File: src/rtl/onehot_encoder.sv
// One-hot to binary encoder, two-stage valid/ready pipeline with a saturating
// count of erroneous (not exactly one-hot) results delivered downstream.
module onehot_encoder #(
   parameter int CNT_W = 8
) (
   input  logic             clk,
   input  logic             rst,
   input  logic             in_valid,
   output logic             in_ready,
   input  logic [7:0]       code,
   output logic             out_valid,
   input  logic             out_ready,
   output logic [2:0]       number,
   output logic             err,
   input  logic             clear,
   output logic [CNT_W-1:0] err_count
);

   localparam logic [CNT_W-1:0] CNT_MAX = '1;

   logic       s1_valid;
   logic [7:0] s1_code;
   logic       s2_adv;
   logic       s1_adv;
   logic       in_fire;
   logic       deliver;
   logic [2:0] enc_number;
   logic       enc_err;
   logic       enc_found;

   assign s2_adv   = !out_valid || out_ready;
   assign s1_adv   = s1_valid && s2_adv;
   assign in_ready = !s1_valid || s2_adv;
   assign in_fire  = in_valid && in_ready;
   assign deliver  = out_valid && out_ready;

   // Lowest set bit wins; more than one set bit or none at all flags an error.
   always_comb begin
      enc_number = '0;
      enc_found  = 1'b0;
      for (int i = 0; i < 8; i++) begin
         if (s1_code[i] && !enc_found) begin
            enc_number = 3'(i);
            enc_found  = 1'b1;
         end
      end
      enc_err = !enc_found || ((s1_code & (s1_code - 8'd1)) != 8'd0);
   end

   always_ff @(posedge clk) begin
      if (rst) begin
         s1_valid <= 1'b0;
         s1_code  <= '0;
      end else if (in_fire) begin
         s1_valid <= 1'b1;
         s1_code  <= code;
      end else if (s1_adv) begin
         s1_valid <= 1'b0;
      end
   end

   always_ff @(posedge clk) begin
      if (rst) begin
         out_valid <= 1'b0;
         number    <= '0;
         err       <= 1'b0;
      end else if (s2_adv) begin
         out_valid <= s1_valid;
         if (s1_valid) begin
            number <= enc_number;
            err    <= enc_err;
         end
      end
   end

   always_ff @(posedge clk) begin
      if (rst || clear) begin
         err_count <= '0;
      end else if (deliver && err && (err_count != CNT_MAX)) begin
         err_count <= err_count + 1'b1;
      end
   end

endmodule

File: config.mk
export PLATFORM = sky130hd
export DESIGN_NAME = onehot_encoder
export DESIGN_NICKNAME = d
export VERILOG_FILES = /design/src/rtl/onehot_encoder.sv
export SDC_FILE = /design/constraint.sdc
export NUM_CORES = 1
export LEC_CHECK = 0
export BUFFER_PORTS_ARGS = -buffer_cell sky130_fd_sc_hd__buf_2
export CELL_PAD_IN_SITES_DETAIL_PLACEMENT = 2
export CELL_PAD_IN_SITES_GLOBAL_PLACEMENT = 2
export CORE_MARGIN = 3
export CORE_UTILIZATION = 28
export DETAILED_ROUTE_END_ITERATION = 10
export MAX_ROUTING_LAYER = met4
export PLACE_DENSITY = 0.87
export SLEW_MARGIN = 5
export SYNTH_ARGS = -nofsm -noshare
export SYNTH_HDL_FRONTEND = slang
export SYNTH_SLANG_ARGS = --single-unit
File: constraint.sdc
create_clock -name clk -period 1.7 [get_ports clk]
set_clock_uncertainty 0.1 [all_clocks]
set_input_delay 0.51 -clock clk [delete_from_list [all_inputs] [get_ports clk]]
set_output_delay 0.51 -clock clk [all_outputs]
set_load 0.05 [all_outputs]
==> impl_results.md <==
* Outcome: completed
* GRT Total Usage at between 10% and 20%
* IO Port Bufs at 26
* Fillers at 387
* Req. time, crit path at about 1.1 ns
* Core area at between 3000 and 4000 um2
* Overall power at slightly above 1000 uW
* # setup viols final at 0
* Cts bufs inserted at 3
* Cell variety after synth at 30
* Utilization after layout at between 30 and 40%
* CTS tree: yes
* Hold Slack at 0.338 ns
* Initial Util at between 20% and 30%
* Commonest non-fill, non-tap cells in the layout: 22 x buf_2, 18 x nand2_1, 18 x a21oi_1
* Max cap viols at 0
* Worst min path class: input port to register
* Static Leak at a little over 0.0005 uW
* Fin crit period at approximately 1.7 ns
* Worst slew pin tran at around 0.4 ns
* Area occupied by multi-input gates at between 500 and 600 um2
* Die height at approximately 66 um
* Critical-path cell list: clkbuf_4
* Synth Cell Area at 1010 um2
* Ys Warns at 0
* CP Max Fanout at 6
* Routability Congestion at 0.801
* Most common cell after layout, fill and taps aside: buf_2
* Placed cell area at about 1200 um2
* FF/Latch Area at between 400 and 500 um2
* Area Overhead vs Synth at 30.6%
* Remaining DRCs at 0
* Max Clk Rate at approximately 600 MHz
* Hold buffers post-CTS at 0
* Syn_nets at approximately 140
* Final #Nets at ~170
* Die width at 66.1 um
* Detailed Place HPWL at between 2000 and 2500 um
* Rel. slew slack at about 73%
* Pin count of the biggest net entering global routing at 15
* # rows at 21
* DRT Wirelength at ~3300 um
* Sequential fraction of the synthesis area at 43.6%
* Htree depth at 1
* DRT iter0 DRCs at 27
* Max stage delay on crit path at 0.46 ns
* Clk sinks at 22
* Design Area, Final at ~1300 um2
* Worst Setup End Kind: primary output
* Detail Route Antenna Nets at 0
* Power per cell area at roughly 770 nW/um2
* Clk slew on worst S/H paths at roughly 0.13 ns
* Worst-Skew Late Latency at about 0.30 ns
* Die ar. at between 4000 and 5000 um2
* Number of global-route vias before repair at around 1,200
* Final Hold Violating Endpoints at 0
* CP top delay family: flip-flops
* #FFs+latches synth at 22
* Share of layout cells above drive strength 1 at 31.6%
* Fin cells at slightly above 200
* WL per Instance at approximately 16 um
* Grt ovf at 0
* Global-route wire length before repair at roughly 5700 um
* Io pins at 27
* Fin. max-slew vios at 0
* Crit path launch type: register
* CTS Buffer Depth at 2
* WP data arrival at between 1 and 1.5 ns
* # placed instances at roughly 200
* Clock root cell: clkbuf_4
* Buffers and inverters on the worst path at 1
* Synthesized area per cell at 8.08 um2
* Worst Setup Path Type: register to primary output
* DR vias at between 1,000 and 1,500
* # diodes at 0
* Slowest-stage cell, CP: dfxtp_1
* Post-Syn Instances at between 100 and 150
* Vias per cell at ~5.2
* Initial antenna violation count at 0
* Period Utilization, post-route at 97.8%
* Worst IR Drop VDD at between 0.3 and 0.4 mV
* DRT Pass-1 Iters at 4
==> timing repair <==
action                                  CTS  global route
gates resized for setup                   2            11
pin swaps                                 0             3
buffers inserted                          0             1
endpoints found under the setup margin    2             8
==> synth_stat cells, drive strengths merged <==
cell type / number / share of area, %
o32a: 1 / 0.99
a2111oi: 2 / 1.7
nor2: 10 / 3.7
ha: 1 / 1.2
and3: 2 / 1.2
a211oi: 6 / 5.0
o21ai: 3 / 1.5
or2: 1 / 0.62
or4: 1 / 1.1
a211o: 1 / 0.87
and4: 1 / 0.87
nand4: 3 / 1.9
nand2: 18 / 6.7
nand3b: 1 / 0.74
nand2b: 3 / 1.9
xor2: 3 / 2.6
nand3: 10 / 5.0
o311ai: 1 / 0.87
clkbuf: 4 / 1.5
dfxtp: 22 / 44
inv: 4 / 1.5
xnor2: 2 / 1.7
nor4: 2 / 1.2
and2: 1 / 0.62
nor3: 1 / 0.50
or3: 2 / 1.2
o211ai: 1 / 0.74
a21oi: 18 / 8.9
==> cell families (layout without fill, tap and decap cells) <==
kind of cell,Yosys count,in the layout,share of synthesized area [%]
adder cells (fa/ha/maj),1,1,1.24
AND/OR/NAND/NOR,56,56,27.3
flip-flops,22,22,43.6
buffers and inverters,8,41,2.97
XOR/XNOR,5,5,4.34
AO/OA/AOI/OAI,33,33,20.6
==> path summary, 6_finish.rpt <==
path	startpoint	cells past startpoint	to	slack, ns
worst max-delay path	err_count[3]	1	err_count[3]	0.04
worst min-delay path	code[7]	3	s1_code[7]	0.34
worst max register to register	s1_code[3]	3	number[0]	0.04
worst min register to register	number[1]	2	number[1]	0.36
==> layer usage <==
layer	up-vias	GRT usage [%]	share of wire, %
li1	519	-	-
met4	0	4.57	0.51
met5	-	-	0
met3	2	1.53	1.2
met1	529	21.6	46
met2	14	29.3	53
==> per-stage QoR <==
stage / setup WS (ns) / TNS (ns)
detailed placement: -0.00257 / -0.00257
global route: -0.0161 / -0.0266
finish: 0.0382 / 0
CTS: 0.00395 / 0
global placement: 0.0384 / 0
floorplan: -0.00261 / -0.00261
==> report_power, final <==
part           internal (uW)  switching (uW)
Sequential               533            21.2
Clock                    131             164
Combinational           61.9             102
Total                    726             287
==> flip-flops by register name, summed over array words and instances (netlist names) <==
signal,count
err_count,8
s1_code,8
number,3
err,1
out_valid,1
s1_valid,1
==> final cells by class <==
| type | count | area share, % |
|---|---|---|
| timing repair buffer | 33 | 14.9 |
| sequential | 22 | 34.3 |
| clock buffer | 4 | 2.75 |
| tap | 46 | 4.36 |
| multi-input combinational | 95 | 42.5 |
| inverter | 4 | 1.14 |
Note: power is estimated with default switching activity, not from simulation.
